[config.mk]
export PLATFORM = sky130hd
export DESIGN_NAME = pwm_multi
export DESIGN_NICKNAME = d
export VERILOG_FILES = /design/src/rtl/pwm_pkg.sv /design/src/rtl/pwm_channel.sv /design/src/rtl/pwm_multi.sv
export SDC_FILE = /design/constraint.sdc
export NUM_CORES = 1
export LEC_CHECK = 0
export BUFFER_PORTS_ARGS = -buffer_cell sky130_fd_sc_hd__clkbuf_2
export CAP_MARGIN = 25
export CORE_ASPECT_RATIO = 1.1
export CORE_MARGIN = 2
export CORE_UTILIZATION = 53
export CTS_CLUSTER_DIAMETER = 30
export CTS_CLUSTER_SIZE = 20
export DETAILED_ROUTE_END_ITERATION = 6
export PLACE_DENSITY = 0.73
export SYNTH_ARGS = -nofsm -noshare
export SYNTH_HDL_FRONTEND = slang
export SYNTH_SLANG_ARGS = --single-unit
[constraint.sdc]
create_clock -name clk -period 8.03 [get_ports clk]
set_input_delay 0.4015 -clock clk [delete_from_list [all_inputs] [get_ports clk]]
set_output_delay 0.4015 -clock clk [all_outputs]
set_load 0.02 [all_outputs]
[src/rtl/pwm_pkg.sv]
`default_nettype none
// ============================================================================
// Module   : pwm_pkg
// Brief    : Shared types and helpers for the multi-channel PWM generator.
// Revision : 1.0 - initial release
// ============================================================================
package pwm_pkg;

    typedef enum logic [1:0] {
        SEL_NONE = 2'd0,
        SEL_CMP  = 2'd1,
        SEL_TOP  = 2'd2,
        SEL_CNT  = 2'd3
    } pwm_sel_t;

    // A single-channel build still carries a 1-bit channel index.
    function automatic int pwm_ch_width(input int channels);
        return (channels > 1) ? $clog2(channels) : 1;
    endfunction

endpackage
`default_nettype wire

[src/rtl/pwm_channel.sv]
`default_nettype none
// ============================================================================
// Module   : pwm_channel
// Brief    : One PWM channel: counter, shadowed compare/top, output, wrap pulse.
// Revision : 1.0 - initial release
// ============================================================================
module pwm_channel
    import pwm_pkg::*;
#(
    parameter int   WIDTH = 16,
    parameter logic POL   = 1'b0
) (
    input  logic             clk,
    input  logic             nrst,
    input  logic             en,
    input  logic             wr_cmp,
    input  logic             wr_top,
    input  logic             wr_cnt,
    input  logic [WIDTH-1:0] d,
    output logic             out,
    output logic             wrap,
    output logic [WIDTH-1:0] cnt
);

    logic [WIDTH-1:0] r_cnt;
    logic [WIDTH-1:0] r_cmp_s;
    logic [WIDTH-1:0] r_top_s;
    logic [WIDTH-1:0] r_cmp_a;
    logic [WIDTH-1:0] r_top_a;
    logic             r_run;
    logic             r_out;
    logic             r_wrap;

    logic             w_start;
    logic             w_wrap;
    logic             w_load;
    logic [WIDTH-1:0] w_cnt_next;
    logic [WIDTH-1:0] w_cmp_a_next;
    logic [WIDTH-1:0] w_top_a_next;
    logic             w_out_next;

    // The first enabled edge opens a period at the held count without
    // advancing it, so the first enabled output cycle reflects that count.
    always_comb begin
        w_start      = en & ~r_run;
        w_wrap       = en & r_run & (r_cnt >= r_top_a);
        w_load       = ~en | w_start | w_wrap;
        w_cmp_a_next = w_load ? r_cmp_s : r_cmp_a;
        w_top_a_next = w_load ? r_top_s : r_top_a;
        if (wr_cnt) begin
            w_cnt_next = d;
        end else if (~en | w_wrap) begin
            w_cnt_next = '0;
        end else if (w_start) begin
            w_cnt_next = r_cnt;
        end else begin
            w_cnt_next = r_cnt + WIDTH'(1);
        end
        w_out_next = en ? ((w_cnt_next < w_cmp_a_next) ^ POL) : POL;
    end

    always_ff @(posedge clk or negedge nrst) begin
        if (!nrst) begin
            r_cnt   <= '0;
            r_cmp_s <= '0;
            r_top_s <= '0;
            r_cmp_a <= '0;
            r_top_a <= '0;
            r_run   <= 1'b0;
            r_out   <= POL;
            r_wrap  <= 1'b0;
        end else begin
            r_cnt   <= w_cnt_next;
            r_cmp_a <= w_cmp_a_next;
            r_top_a <= w_top_a_next;
            r_run   <= en;
            r_out   <= w_out_next;
            r_wrap  <= w_wrap;
            if (wr_cmp) begin
                r_cmp_s <= d;
            end
            if (wr_top) begin
                r_top_s <= d;
            end
        end
    end

    assign out  = r_out;
    assign wrap = r_wrap;
    assign cnt  = r_cnt;

endmodule
`default_nettype wire

[src/rtl/pwm_multi.sv]
`default_nettype none
// ============================================================================
// Module   : pwm_multi
// Brief    : CHANNELS independent PWM channels behind one shared write port.
// Revision : 1.0 - initial release
// ============================================================================
module pwm_multi
    import pwm_pkg::*;
#(
    parameter int                  WIDTH    = 16,
    parameter int                  CHANNELS = 4,
    parameter logic [CHANNELS-1:0] POL_MASK = {CHANNELS{1'b0}}
) (
    input  logic                              clk,
    input  logic                              nrst,
    input  logic [WIDTH-1:0]                  d,
    input  logic [1:0]                        sel,
    input  logic [pwm_ch_width(CHANNELS)-1:0] ch,
    input  logic [CHANNELS-1:0]               en,
    output logic [CHANNELS-1:0]               out,
    output logic [WIDTH-1:0]                  cnt_rd,
    output logic [CHANNELS-1:0]               wrap
);

    localparam int c_CH_W = pwm_ch_width(CHANNELS);

    pwm_sel_t         w_sel;
    logic             w_ch_ok;
    logic [WIDTH-1:0] w_cnt [CHANNELS];

    assign w_sel   = pwm_sel_t'(sel);
    assign w_ch_ok = (32'(ch) < 32'(CHANNELS));

    generate
        for (genvar i = 0; i < CHANNELS; i++) begin : g_ch
            logic w_hit;
            assign w_hit = w_ch_ok && (ch == c_CH_W'(i));

            pwm_channel #(
                .WIDTH (WIDTH),
                .POL   (POL_MASK[i])
            ) u_channel (
                .clk    (clk),
                .nrst   (nrst),
                .en     (en[i]),
                .wr_cmp (w_hit && (w_sel == SEL_CMP)),
                .wr_top (w_hit && (w_sel == SEL_TOP)),
                .wr_cnt (w_hit && (w_sel == SEL_CNT)),
                .d      (d),
                .out    (out[i]),
                .wrap   (wrap[i]),
                .cnt    (w_cnt[i])
            );
        end
    endgenerate

    // Out-of-range channel numbers read back as zero.
    assign cnt_rd = w_ch_ok ? w_cnt[ch] : '0;

endmodule
`default_nettype wire

# Word level (Yosys, flattened, before mapping)
# Cells that the tools add are included.
# word_totals
output_inout_bits	24
register_bits	332
wordCells	120
in_bits	26
# op_classes
n_addsub	4
eq_ne	6
muxes	23
n_reduce_logical	13
n_lt_le_gt_ge	9
n_bitwise	33
# ops
operator	n
16-bit two-way mux	18
16-bit by 1-bit adder with 16-bit output (second input constant)	4
16-bit greater-or-equal comparator	4
16-bit < comparator	4
16-bit binary-select mux with 2-bit select	1
1-bit bitwise AND	12
1-bit logical AND	12
1-bit bitwise OR	12
2-bit == test (second input constant)	4
1-bit inverter	8
2-bit by 1-bit == test with 1-bit output (second input constant)	2
1-bit two-way mux	4
3-bit greater-or-equal comparator (second input constant)	1
2-bit inverter with 3-bit output	1
2-bit logical NOT	1

# Depth between registers and ports, before layout
# depth
word_depth	7
ltp_mapped	17
ltp_nobuf	15

# By module
# From an unflattened synthesis, not the netlist that was laid out.
# hier_totals
cells_unflattened	1524
area_unflattened_um2	17194.0
# modules_own_cells
mod	area_each_um2	instances	seq_area_each_um2	cells_each
pwm_channel at g_ch[0].u_channel ...	4166.5	3	2077.0	372
pwm_channel at g_ch[1].u_channel	4146.5	1	2077.0	372
pwm_multi	548.0	1	0.0	36

# Worst setup path before layout
# Ideal clock, no wire load.
# synth_path
kind	reg-to-reg
from	register g_ch[0].u_channel.r_cnt[0]
to	register g_ch[0].u_channel.r_out
path_buffers	1
setup_ps	125
path_stages_with_launch	17
t_required_ps	7905
slack_ps	4398
synth_period_minus_slack_ps	3632
t_arrival_ps	3508
path_cell_list	dfrtp_1 > inv_1 > ha_1 > nand2b_1 > a2111o_1 > a32oi_1 > nand3_1 > a211o_1 > clkbuf_1 > o21ai_0 > ha_1 > a21o_1 > a21o_1 > a21oi_1 > a2111oi_0 > o2111a_1 > a21oi_1
# synth_via
elab_chain_cells	7
elab_cells_between_ends	11
classes_between	add/sub: 1; order compare: 2; mux: 5; bitwise: 3
# synth_lines
element	line	rtl
start, declared	pwm_channel.sv:25	logic [WIDTH-1:0] r_cnt;
start signal, assigned	pwm_channel.sv:73	r_cnt <= w_cnt_next;
16-bit greater-or-equal comparator	pwm_channel.sv:46	w_wrap = en & r_run & (r_cnt >= r_top_a);
1-bit bitwise AND	pwm_channel.sv:46	
1-bit bitwise OR	pwm_channel.sv:52	end else if (~en | w_wrap) begin
16-bit two-way mux (*)	pwm_channel.sv:52	
16-bit two-way mux (*)	pwm_channel.sv:50	if (wr_cnt) begin
net g_ch[0].u_channel.w_cnt_next[4]	pwm_channel.sv:37	logic [WIDTH-1:0] w_cnt_next;
16-bit < comparator (*)	pwm_channel.sv:59	w_out_next = en ? ((w_cnt_next < w_cmp_a_next) ^ POL) : POL;
1-bit two-way mux (*)	pwm_channel.sv:59	
net g_ch[0].u_channel.w_out_next	pwm_channel.sv:40	logic w_out_next;
end signal, assigned	pwm_channel.sv:77	r_out <= w_out_next;
end, declared	pwm_channel.sv:31	logic r_out;
# The timed path passes the listed nets; every way through them passes the cells marked *.
# A chain may end at the register's enable or synchronous reset.

# Final worst setup path
# layout_path
from	register g_ch[0].u_channel.r_cnt[0]
to	register g_ch[0].u_channel.r_out
# layout_via
elab_chain_cells	7
elab_cells_between_ends	11
classes_between	add/sub: 1; order compare: 2; mux: 5; bitwise: 3
# layout_lines
element	line
16-bit greater-or-equal comparator	pwm_channel.sv:46
1-bit bitwise AND	pwm_channel.sv:46
1-bit bitwise OR	pwm_channel.sv:52
16-bit two-way mux	pwm_channel.sv:52
16-bit two-way mux	pwm_channel.sv:50
16-bit < comparator (*)	pwm_channel.sv:59
1-bit two-way mux (*)	pwm_channel.sv:59
net g_ch[0].u_channel.w_out_next	pwm_channel.sv:40
# Marked as above.

==> impl_metrics.yaml <==
job:
  maxCapViolCount: 0
placement:
  routabilityCongestion: 0.9132
  place_ws_ns: 3.390
  dp_hpwl_mm: 29.05
  io_buffers: 49
sta:
  relSlewSlack: 0.2979
  slew_violations: 0
  period_share: 0.5833
  setup-violations-final: 0
  final.setup.worst_slack_ns: 3.346
  setup_tns_ns: 0
  rsz0062_at_grt: "no"
  worst_pin_slew_ns: 1.053
  hold_viol_final: 0
  skew_ns: 0.03332
  timing.fmax_mhz: 213.5
  post-route-min-period_ns: 4.684
power:
  power.leakage_uw: 0.009611
  power_frac_clock: 0.477
  sequentialPowerShare: 0.363
  power_density_mw_per_mm2: 301.5
  power.switching_uw: 1625
  power_frac_comb: 0.160
  ir_worst_vdd_uv: 245.6
  switching_share: 0.2669
  internal-power_uw: 4463
cts:
  clkTransAtPathRegs_ns: 0.05
  clockRootBuffer: "clkbuf_16"
  h-tree-depth: 3
  numCtsBuffers: 71
  cts_resized: 0
  cts.path.max_buffers: 3
  insertion_delay_ns: 0.57
  postCtsSetupRepairBufs: 0
  cts_tree: "done"
  clock_sinks: 332
setup_path:
  critPathCaptureType: "register"
  rr_endpoint: "g_ch[0].u_channel.out"
  max_stage_delay_ns: 0.67
  reg2reg_from: "g_ch[0].u_channel.cnt[0]"
  path_cells: "inv_1, ha_1, nand2b_1, a2111o_1, a32oi_1, nand4b_1, buf_4, mux2i_1, ha_1, a21o_1, a21o_1, a21oi_1, a2111oi_0, o2111a_1, a21oi_1"
  cp.arrival_ns: 5.11
  critical_path_class: "reg -> reg"
  worstPathMaxFanout: 33
  worstSetupStartpointType: "register"
  r2r_setup_slack_ns: 3.35
  required_ns: 8.46
  cp_slowest_cell: "nand4b_1"
  ff2ff_path_depth: 15
synthesis:
  syn_nets: 1673
  seq_area_frac_synth: 0.4853
  avgSynthCellArea_um2: 11.27
  synth-main-ff-cell: "dfrtp_1"
  synth_area_mm2: 0.01712
  ys_types: 58
  ys_ff_latch: 332
  syn_inst: 1519
  ys_warn_count: 0
  ys_async_sr_fraction: 1.000
  synth_edf_count: 0
final_layout:
  final_common_cell: "dfrtp_1"
  nNetsFinal: 1735
  fillers: 2438
  drive_gt1_frac: 0.2364
  area.growth.synth_to_final_pct: 17.92
  seq_area_mm2: 0.008308
  final_cell_mix: "332 x dfrtp_1, 179 x mux2_2, 142 x nand2_1, 142 x o21ai_0, 128 x ha_1"
  multi_input_area_mm2: 0.008103
die:
  rows: 69
  die_x_um: 175.4
  start_util: 0.5345
  fp.coreArea_mm2: 0.03203
  die-area_mm2: 0.03376
  pin_count: 50
  fp.dieH_um: 192.5
routing:
  drc: 0
  drt_wl_total_mm: 43.97
  dr.pass1.iters: 6
  drt_iter0_markers: 936
  via_count: 12100
  vias_per_cell: 5.863
  drtAntennaViolNets: 0
  wl_per_cell_um: 21.31
run_status:
  status: "finished, final reports clean"
global_route:
  antenna_found_initial: 4
  grt_pass1_vias: 12600
  track_usage: 0.2714
  grt_max_degree: 170
  gr-total-overflow: 0
  grt_first_pass_wirelength_mm: 69.99
min_path:
  hold_end: "g_ch[0].u_channel.r_run"
  worstHoldStart: "en[0]"
  min_path_type: "in -> reg"
  min_path_cells: 1
## final cells by class
type,count,area share
Multi-Input combinational cell,1001,0.4014
Clock inverter,28,0.01927
Sequential cell,332,0.4115
Inverter,109,0.02027
Tap cell,426,0.02640
Clock buffer,97,0.09984
Timing Repair Buffer,66,0.02082
Antenna cell,4,0.0004958
## repair_timing
action                                 in CTS  in global routing
endpoints found under the hold margin     109                  1
setup endpoints to repair                   0                  0
hold buffers                                1                  1
## state kept, by name (all words and copies together), names as in the netlist
register	count
g_ch.u_channel.out	4
g_ch.u_channel.cnt	64
g_ch.u_channel.r_run	4
g_ch.u_channel.r_top_a	64
g_ch.u_channel.r_cmp_a	64
g_ch.u_channel.r_cmp_s	64
g_ch.u_channel.wrap	4
g_ch.u_channel.r_top_s	64
## per-layer routing
metal  up-vias  share of wire  track usage
met5         -              0            0
met4         0          0.029       0.1013
met3        89          0.081      0.06836
met2       397           0.47       0.4306
met1      6112           0.42       0.3615
li1       5498              -            -
## through the flow
stage | cells | power (uW) | instance area, um^2 | util | hold WS, ns
after CTS | 2056 | 6112 | 20130 | 0.6286 | 0.003148
after global routing | 2059 | 6379 | 20180 | 0.6300 | 0.005707
after detailed placement | 1930 | 3179 | 17720 | 0.5532 | 0.4670
final | 2063 | 6088 | 20190 | 0.6303 | 0.01643
after global placement | 1930 | 3127 | 17720 | 0.5532 | 0.4587
after floorplan | 1519 | 2874 | 17120 | - | 0.1059
## critical path: cells and delay by family, from the launching register on
kind / cells / cell delay (ns)
adders and majority gates: 2 / 0.59
muxes: 1 / 0.18
DFF: 1 / 0.44
buffers and inverters: 2 / 0.63
AOI/OAI and AO/OA: 8 / 1.87
and+or+nand+nor: 2 / 0.81
## cell families after synthesis
logic type	synth area share
simple gates	0.08609
mux	0.1785
buf+inv	0.04458
flops	0.4853
fa+ha+maj	0.09355
xor+xnor	0.02609
compound gates	0.08587
## synth_stat cells, drive strengths merged (8+ instances only)
cell	count	area, um^2
o21ai	143	715.7
buf	27	166.4
nand2	142	533.0
nand2b	16	100.1
ha	128	1602
nand3	22	110.1
nand4	25	156.4
clkbuf	50	187.7
xor2	30	262.8
nor2	45	171.4
xnor2	21	183.9
a21o	20	150.1
mux2i	65	650.6
mux4	16	360.4
a211oi	8	60.06
a21oi	36	180.2
nor3	14	70.07
mux2	181	2046
inv	109	409.1
and3	14	87.58
dfrtp	332	8308
## power groups by stage
stage | clock, uW | sequential [uW] | combinational [uW]
final | 2900 | 2210 | 973
after global routing | 3030 | 2250 | 1100
after CTS | 2930 | 2210 | 975
after detailed placement | 0 | 2220 | 955
after global placement | 0 | 2210 | 918
after floorplan | 0 | 2150 | 720
## how the worst max path moves through the flow
stage	depth (start not counted)	slack [ns]	start	to
after floorplan	16	4.40	g_ch[0].u_channel.cnt[0]	g_ch[0].u_channel.out
after global placement	15	3.45	g_ch[0].u_channel.cnt[0]	g_ch[0].u_channel.out
after detailed placement	15	3.39	g_ch[0].u_channel.cnt[0]	g_ch[0].u_channel.out
after CTS	15	3.36	g_ch[0].u_channel.cnt[0]	g_ch[0].u_channel.out
after global routing	15	2.99	g_ch[0].u_channel.cnt[0]	g_ch[0].u_channel.out
final	15	3.35	g_ch[0].u_channel.cnt[0]	g_ch[0].u_channel.out
No activity file was read; power rests on OpenSTA's default activity.
